<file path="src/rtl/passthrough_fifo.sv">
// Elastic valid/ready FIFO: DEPTH x WIDTH register array, first-word fall-through.
// Latency: a word pushed on edge N is visible on out_data in cycle N+1.
// Backpressure: in_ready drops when full (registered state only); writes while full set overflow.
module passthrough_fifo #(
    parameter int  WIDTH = 6,
    parameter int  DEPTH = 4,
    localparam int CNT_W = $clog2(DEPTH) + 1
) (
    input  logic             clk,
    input  logic             rst,
    input  logic             flush,
    input  logic [WIDTH-1:0] in_data,
    input  logic             in_valid,
    output logic             in_ready,
    output logic [WIDTH-1:0] out_data,
    output logic             out_valid,
    input  logic             out_ready,
    output logic [CNT_W-1:0] count,
    output logic             overflow,
    input  logic             clr_overflow
);
    localparam int PTR_W = $clog2(DEPTH);

    logic [WIDTH-1:0] mem_q [DEPTH];
    logic [PTR_W-1:0] wp_q, wp_d;
    logic [PTR_W-1:0] rp_q, rp_d;
    logic [CNT_W-1:0] count_q, count_d;
    logic             overflow_q, overflow_d;
    logic             push, pop, wr_en;

    assign in_ready  = (count_q != CNT_W'(DEPTH)) & ~rst;
    assign out_valid = (count_q != '0);
    assign out_data  = out_valid ? mem_q[rp_q] : '0;
    assign count     = count_q;
    assign overflow  = overflow_q;

    always_comb begin
        push       = in_valid & in_ready;
        pop        = out_valid & out_ready;
        wr_en      = push & ~flush;
        wp_d       = wp_q;
        rp_d       = rp_q;
        count_d    = count_q;
        overflow_d = overflow_q;

        if (flush) begin
            wp_d    = '0;
            rp_d    = '0;
            count_d = '0;
        end else begin
            if (push) wp_d = wp_q + PTR_W'(1);
            if (pop)  rp_d = rp_q + PTR_W'(1);
            case ({push, pop})
                2'b10:   count_d = count_q + CNT_W'(1);
                2'b01:   count_d = count_q - CNT_W'(1);
                default: count_d = count_q;
            endcase
        end

        // A fresh overflow event outranks a same-cycle clear.
        if (clr_overflow) overflow_d = 1'b0;
        if (in_valid & ~in_ready & ~rst) overflow_d = 1'b1;
    end

    always_ff @(posedge clk) begin
        if (rst) begin
            wp_q       <= '0;
            rp_q       <= '0;
            count_q    <= '0;
            overflow_q <= 1'b0;
        end else begin
            wp_q       <= wp_d;
            rp_q       <= rp_d;
            count_q    <= count_d;
            overflow_q <= overflow_d;
        end
    end

    always_ff @(posedge clk) begin
        if (wr_en) mem_q[wp_q] <= in_data;
    end
endmodule

</file>
<file path="config.mk">
export PLATFORM = sky130hd
export DESIGN_NAME = passthrough_fifo
export DESIGN_NICKNAME = d
export VERILOG_FILES = /design/src/rtl/passthrough_fifo.sv
export SDC_FILE = /design/constraint.sdc
export NUM_CORES = 1
export LEC_CHECK = 0
export CAP_MARGIN = 10
export CORE_AREA = 2 2 55 57
export CTS_CLUSTER_DIAMETER = 120
export DETAILED_ROUTE_END_ITERATION = 10
export DIE_AREA = 0 0 57 59
export HOLD_SLACK_MARGIN = 0.05
export PLACE_DENSITY = 0.83
export SYNTH_ARGS = -nofsm -noshare
export SYNTH_HDL_FRONTEND = slang
export SYNTH_SLANG_ARGS = --single-unit
</file>
<file path="constraint.sdc">
create_clock -name clk -period 4.2 [get_ports clk]
set_clock_uncertainty 0.15 [all_clocks]
set_input_delay 1.05 -clock clk [delete_from_list [all_inputs] [get_ports clk]]
set_output_delay 1.05 -clock clk [all_outputs]
set_load 0.1 [all_outputs]
</file>
# --- After elaboration in Yosys (flattened, before gate mapping) ---
# Memories as Yosys holds them, arrays and structs flattened. A register that Yosys moved wholly into a read port is not among the register bits.
# Index checks and enable logic that the tools add are counted.
word_totals:
  ff_bits: 8
  ramBits: 24
  mem_count: 1
  elab_cells: 33
  output_inout_bits: 12
memory_table:
  columns: ["name", "depth", "word_bits", "read_ports", "rd_ports_with_merged_regs", "wr", "line", "text"]
  rows:
  - ["mem_q", 4, 6, 1, 1, 1, "24", "logic [WIDTH-1:0] mem_q [DEPTH];"]
classes:
  n_reduce_logical: 4
  add_sub_neg: 4
  n_mux: 8
  eq_ne: 3
  n_bitwise: 9
ops:
  columns: ["operator", "count"]
  rows:
  - ["1-bit AND", 6]
  - ["6-bit 2-to-1 mux", 1]
  - ["3-bit one-hot mux with 2 select lines", 1]
  - ["2-bit by 1-bit adder with 2-bit output, second input constant", 2]
  - ["1-bit 2-to-1 mux", 4]
  - ["2-bit 2-to-1 mux", 2]
  - ["2-bit nonzero test", 2]
  - ["3-bit by 1-bit adder with 3-bit output, second input constant", 1]
  - ["3-bit inequality test, second input constant", 1]
  - ["1-bit NOT", 3]
  - ["3-bit nonzero test", 1]
  - ["3-bit by 1-bit subtractor with 3-bit output, second input constant", 1]
  - ["2-bit by 1-bit == test with 1-bit output, second input constant", 1]
  - ["2-bit == test, second input constant", 1]
  - ["2-bit OR reduction", 1]

# --- Longest topological paths before layout ---
# Gate-level depths: netlist of run 1.
depth:
  ltp_word: 6
  ltp_mapped: 9

# --- Worst setup path before layout of run 1 ---
# OpenSTA, ideal clock, no wires.
synth_path:
  path_type: "flip-flop to output port"
  start: "register count_q[1], in the netlist count[1]"
  end: "output out_data[0]"
  stages_incl_launch_ff: 4
  path_slack_ps: 330
  n_path_buf: 1
  arrival_time_ps: 2670
  required_time_ps: 3000
  cell_sequence: "dfxtp_1 > nor3_2 > buf_4 > nor2b_1"
synth_via:
  elab_chain_cells: 2
synth_rtl:
  columns: ["element", "line", "text"]
  rows:
  - ["from (decl)", "27", "logic [CNT_W-1:0] count_q, count_d;"]
  - ["from (signal assigned)", "74", "count_q <= count_d;"]
  - ["3-bit nonzero test", "32", "assign out_valid = (count_q != '0);"]
  - ["6-bit 2-to-1 mux", "33", "assign out_data = out_valid ? mem_q[rp_q] : '0;"]
  - ["to (decl)", "15", "output logic [WIDTH-1:0] out_data,"]
# No other way between the ends.

# --- Final worst setup path of run 1 ---
layout_path:
  start: "input rst"
  end: "output in_ready"
layout_via:
  elab_chain_cells: 2
layout_rtl:
  columns: ["element", "line", "text"]
  rows:
  - ["from (decl)", "10", "input logic rst,"]
  - ["1-bit NOT", "31", "assign in_ready = (count_q != CNT_W'(DEPTH)) & ~rst;"]
  - ["1-bit AND", "31", null]
  - ["to (decl)", "14", "output logic in_ready,"]
# No other way between the ends.

==> results of run 1 <==
flip-flops by register name, indices dropped and copies added, names as in the netlist, named ones only:
signal / cells
wp_q: 2
rp_q: 2
count: 3
mem_q: 24
overflow: 1
per-layer routing:
| metal | wire (um) | vias up |
|---|---|---|
| met1 | 958 | 431 |
| met2 | 1240 | 27 |
| met5 | 0 | - |
| met3 | 152 | 7 |
| met4 | 66 | 0 |
| li1 | - | 421 |
cell families (layout without fill, tap and decap cells):
kind of cell | count (synthesis) | in the layout | share of synthesized area
buf+inv | 9 | 38 | 0.0266
compound gates | 10 | 10 | 0.0394
flops | 34 | 34 | 0.631
fa+ha+maj | 6 | 6 | 0.0566
mux | 6 | 6 | 0.0925
xor+xnor | 2 | 2 | 0.0120
simple gates | 33 | 33 | 0.142
synth_stat cells, drive strengths merged:
library cell / instances / area share
edfxtp: 24 / 0.49
dfxtp: 10 / 0.14
nor2b: 8 / 0.036
inv: 7 / 0.018
mux4: 6 / 0.093
nor2: 6 / 0.015
ha: 5 / 0.043
nand2: 5 / 0.013
a21oi: 4 / 0.014
and2: 4 / 0.017
o21ai: 4 / 0.014
buf: 2 / 0.0086
o311ai: 2 / 0.012
or3: 2 / 0.0086
or4b: 2 / 0.014
xor2: 2 / 0.012
and2b: 1 / 0.0069
fa: 1 / 0.014
nand4b: 1 / 0.0060
nor3: 1 / 0.0069
nor3b: 1 / 0.0086
nor4: 1 / 0.0043
or2: 1 / 0.0060
critical path: cells and delay by family:
family / cells / cell delay (ns)
buffers and inverters: 2 / 0.84
AND/OR/NAND/NOR: 1 / 0.22
how the worst max path moves through the flow:
stage	startpoint	endpoint	slack, ns	cells past startpoint
detailed placement	rst	in_ready	0.92	3
finish	rst	in_ready	0.89	3
floorplan	count[1]	out_data[0]	0.33	3
global placement	rst	in_ready	0.97	3
CTS	rst	in_ready	0.91	3
global route	rst	in_ready	0.85	3
per-stage QoR:
stage               hold WS (ns)  power, mW  instances
floorplan                  0.304      0.422        100
global placement           0.317      0.444        152
detailed placement         0.344      0.446        152
CTS                        0.358      0.673        160
global route               0.379      0.687        160
finish                     0.355      0.669        160
power groups by stage:
stage	Combinational (mW)	Sequential (mW)	Clock, mW
final	0.0735	0.365	0.231
after global routing	0.0777	0.366	0.244
after CTS	0.0739	0.365	0.235
after detailed placement	0.0736	0.373	0
after global placement	0.0718	0.372	0
after floorplan	0.0451	0.377	0
layout make-up:
type	count	area (sq um)
clock buffer	7	45.0
clock inverter	1	30.0
fill	214	938
inverter	7	26.3
multi-input combinational	57	500
sequential	34	921
tap	31	38.8
timing repair buffer	23	210
==> flow_summary.ini, run 1 <==
[status]
outcome = complete, no violations

[setup_path]
end_kind = output port
critical_path_required_ns = 3.00
worstReg2RegStart = count[2]
crit_slowest_cell = clkdlybuf4s50_1
cpPeakStageDelay_ns = 0.52
path_cells = clkdlybuf4s50_1 -> nor2_1 -> buf_4
rr_worst_depth = 9
cp_max_fo = 8
crit_arrival_ns = 2.11
reg2reg_to = count[2]
startpoint_type = input port
critical_path_class = in -> out
regToRegSetupSlack_ns = 1.77

[sta]
max-slew-margin-rel = 0.347
period_needed_ns = 3.31
slew_viol_final = 0
rsz0062_at_grt = no
tns_ns = 0
hold_viol = 0
fmax_ghz = 0.302
tightest_slew_ns = 0.976
setup_slack_ns = 0.892
fin_crit_sh = 0.788
finalSetupViolCount = 0

[place]
dp.final_hpwl_mm = 1.80
place_congestion = 0.734
placed_area_sq_mm = 0.00170
port_buffers = 23
pre_cts_ws_ns = 0.916

[grt]
top_usage_layer = met2
grt_use_met2 = 0.287
antenna_found_initial = 0
grt_pass1_vias = 910
grt_pass1_wl_mm = 4.14
gr-total-overflow = 0
grt_use_met3 = 0.0524
grt_max_degree = 12
grt_use_total = 0.172
grtUsageMet1 = 0.193

[synth]
yosysWarnings = 0
syn_area_sq_mm = 0.00146
syn_area_per_cell_sq_um = 14.6
syn-num-nets = 118
synth_seq_cells = 34
syn_inst = 100
seq_area_frac_synth = 0.631
ys_types = 25

[route]
drt_first_pass_iters = 4
drc = 0
wl_per_cell_um = 15.1
drtIter0Drc = 38
wl_mm = 2.41
num_vias = 886
ant_nets = 0
vias_per_cell = 5.54

[clock_network]
clk_path_buf_depth = 2
postCtsSetupBuffers = 0
numCtsBuffers = 5
holdBufCountCts = 0
tritoncts = built
htree_levels = 2
cts_resized = 0
clock_latency_ns = 0.34
cts.sinks = 34
clk_pin_slew_ns = 0.09
root_buffer = clkbuf_4

[power_and_ir_drop]
p_int_uw = 512
ir_drop_v = 0.000228
p_comb_frac = 0.110
p_leak_nw = 0.618
p_per_area_mw_per_mm2 = 378
pwr-share-seq = 0.545
p_switching_uw = 157
switching_share = 0.234
power_frac_clock = 0.345

[cells_and_area]
diodes = 0
final_common_cell = edfxtp_1
final_core_util = 0.654
mostFrequentLayoutCells = edfxtp_1, clkdlybuf4s50_1, dfxtp_1
final_cell_area_sq_mm = 0.00177
nNetsFinal = 146
drive_gt1_frac = 0.194
area_growth_pct = 21.3

[floorplan]
initial_utilization = 0.539
io_pins = 24
coreArea_sq_mm = 0.00271
rows = 19
die_h_um = 59
die_w_um = 57
die_area_sq_mm = 0.00336

[hold_path]
min_path_cells = 2
worstHoldStart = rp_q[1]
hold_class = reg -> reg

[run]
max-cap-violations = 0
Note: power is estimated with default switching activity, not from simulation.
==> run 2, diff against run 1 <==
--- a/config.mk
+++ b/config.mk
@@ -6,12 +6,12 @@
 export NUM_CORES = 1
 export LEC_CHECK = 0
 export CAP_MARGIN = 10
-export CORE_AREA = 2 2 55 57
+export CORE_AREA = 2 2 60 62
 export CTS_CLUSTER_DIAMETER = 120
 export DETAILED_ROUTE_END_ITERATION = 10
-export DIE_AREA = 0 0 57 59
+export DIE_AREA = 0 0 62 64
 export HOLD_SLACK_MARGIN = 0.05
-export PLACE_DENSITY = 0.83
+export PLACE_DENSITY = 0.75
 export SYNTH_ARGS = -nofsm -noshare
 export SYNTH_HDL_FRONTEND = slang
 export SYNTH_SLANG_ARGS = --single-unit
==> constraint.sdc (replaced) <==
create_clock -name clk -period 2.9 [get_ports clk]
set_clock_uncertainty 0.15 [all_clocks]
set_input_delay 0.725 -clock clk [delete_from_list [all_inputs] [get_ports clk]]
set_output_delay 0.725 -clock clk [all_outputs]
set_load 0.1 [all_outputs]
==> run 2 against run 1 <==
Clock power rose by 55%. Critical path type is now reg -> out. Combinational power grew 70%. Core utilization is 6.9 points lower. Final area rose by 8.3%.
==> flow_summary.ini, run 2 (same netlist as run 1, synthesis figures left out) <==
[clock_network]
clk_pin_slew_ns = 0.10
clock_latency_ns = 0.33
tritoncts = built
postCtsSetupBuffers = 0
holdBufCountCts = 0
numCtsBuffers = 5
cts.sinks = 34
clk_path_buf_depth = 2
htree_levels = 2
cts_resized = 0
root_buffer = clkbuf_4

[route]
drt_first_pass_iters = 4
num_vias = 866
wl_per_cell_um = 14.3
ant_nets = 0
vias_per_cell = 4.89
drc = 0
wl_mm = 2.53
drtIter0Drc = 10

[grt]
gr-total-overflow = 0
grt_use_total = 0.148
grt_max_degree = 12
grt_pass1_vias = 905
antenna_found_initial = 0
grt_pass1_wl_mm = 4.12

[sta]
fmax_ghz = 0.372
max-slew-margin-rel = 0.652
period_needed_ns = 2.69
finalSetupViolCount = 0
fin_crit_sh = 0.926
slew_viol_final = 0
rsz0062_at_grt = no
tightest_slew_ns = 0.519
tns_ns = 0
hold_viol = 0

[setup_path]
rr_worst_depth = 9
end_kind = output port
crit_arrival_ns = 1.81
path_buf_inv = 1
reg2reg_to = count[2]
path_cells = mux4_2 -> nor2b_2 -> buf_12
cpPeakStageDelay_ns = 0.59
critical_path_class = reg -> out
critical_path_required_ns = 2.03
cp_max_fo = 6
worstReg2RegStart = count[2]
cpLargestDelayFamily = flip-flops
crit_slowest_cell = dfxtp_1
regToRegSetupSlack_ns = 0.43
startpoint_type = register

[run]
max-cap-violations = 0

[cells_and_area]
largest_register = mem_q
nNetsFinal = 148
drive_gt1_frac = 0.321
final_common_cell = edfxtp_1
diodes = 0
final_core_util = 0.584
area_growth_pct = 31.4
mostFrequentLayoutCells = edfxtp_1, clkdlybuf4s50_1
nFillCells = 283
largest_reg_flops = 24

[floorplan]
coreArea_sq_mm = 0.00328
rows = 21
io_pins = 24
die_w_um = 62
initial_utilization = 0.445
die_h_um = 64
die_area_sq_mm = 0.00397

[power_and_ir_drop]
p_switching_uw = 233
switching_share = 0.230
p_comb_frac = 0.123
p_int_uw = 779
power_frac_clock = 0.355
ir_drop_v = 0.000301
p_leak_nw = 0.671
pwr-share-seq = 0.522
p_per_area_mw_per_mm2 = 527

[place]
place_congestion = 0.692
dp.final_hpwl_mm = 1.87
port_buffers = 23

[hold_path]
min_path_cells = 2
hold_class = reg -> reg
holdPathEnd = rp_q[0]
worstHoldStart = rp_q[0]

[status]
outcome = complete, no violations
-- run 2: changes by cell type in the layout (fill, tap and decap cells not counted), sizes merged --
cell | previous run | this run
buf | 8 | 14
clkdlybuf4s50 | 15 | 11
-- run 2: metal layers --
layer,wire [um],share of wire,GRT usage,up-vias
li1,-,-,-,423
met1,1030,0.41,0.160,414
met2,1330,0.52,0.257,27
met3,145,0.057,0.0567,2
met4,25,0.0099,0.0479,0
met5,0,0,0,-
-- run 2: metrics by stage --
step	area [sq um]	cells	hold WS, ns	setup WS, ns	power (mW)
6_report	1920	177	0.359	0.214	1.01
5_1_grt	1920	177	0.403	0.0663	1.05
4_1_cts	1920	177	0.360	0.163	1.03
3_5_place_dp	1830	169	0.345	0.0168	0.665
3_3_place_gp	1830	169	0.319	0.102	0.663
2_1_floorplan	1490	100	0.304	0.0714	0.614
-- run 2: area by class of cell --
| cell class | count | area, sq um | share of cell area |
|---|---|---|---|
| Clock buffer | 7 | 55.1 | 0.0287 |
| Inverter | 7 | 26.3 | 0.0137 |
| Multi-Input combinational cell | 57 | 523 | 0.272 |
| Timing Repair Buffer | 25 | 303 | 0.158 |
| Clock inverter | 1 | 30.0 | 0.0156 |
| Sequential cell | 34 | 925 | 0.482 |
| Tap cell | 46 | 57.6 | 0.0300 |
-- run 2: how the worst max path moves through the flow --
stage / slack [ns] / end / depth (start not counted) / startpoint
2_1_floorplan: 0.07 / count[2] / 9 / count[2]
3_3_place_gp: 0.10 / count[2] / 9 / rst
3_5_place_dp: 0.02 / count[2] / 8 / out_ready
4_1_cts: 0.16 / out_data[0] / 3 / register
5_1_grt: 0.07 / out_data[2] / 3 / register
6_report: 0.21 / out_data[2] / 3 / register
-- run 2: tightest hold or removal path, stage by stage (launching register included) --
cell	delay, ns
dfxtp_1	0.33
nand2_1	0.07
o21ai_0	0.07
-- run 2: power groups by stage --
| stage | Sequential (mW) | Clock (mW) | Combinational (mW) |
|---|---|---|---|
| 3_3_place_gp | 0.539 | 0 | 0.123 |
| 4_1_cts | 0.528 | 0.371 | 0.126 |
| 2_1_floorplan | 0.546 | 0 | 0.0678 |
| 3_5_place_dp | 0.540 | 0 | 0.125 |
| 5_1_grt | 0.529 | 0.391 | 0.132 |
| 6_report | 0.528 | 0.359 | 0.125 |
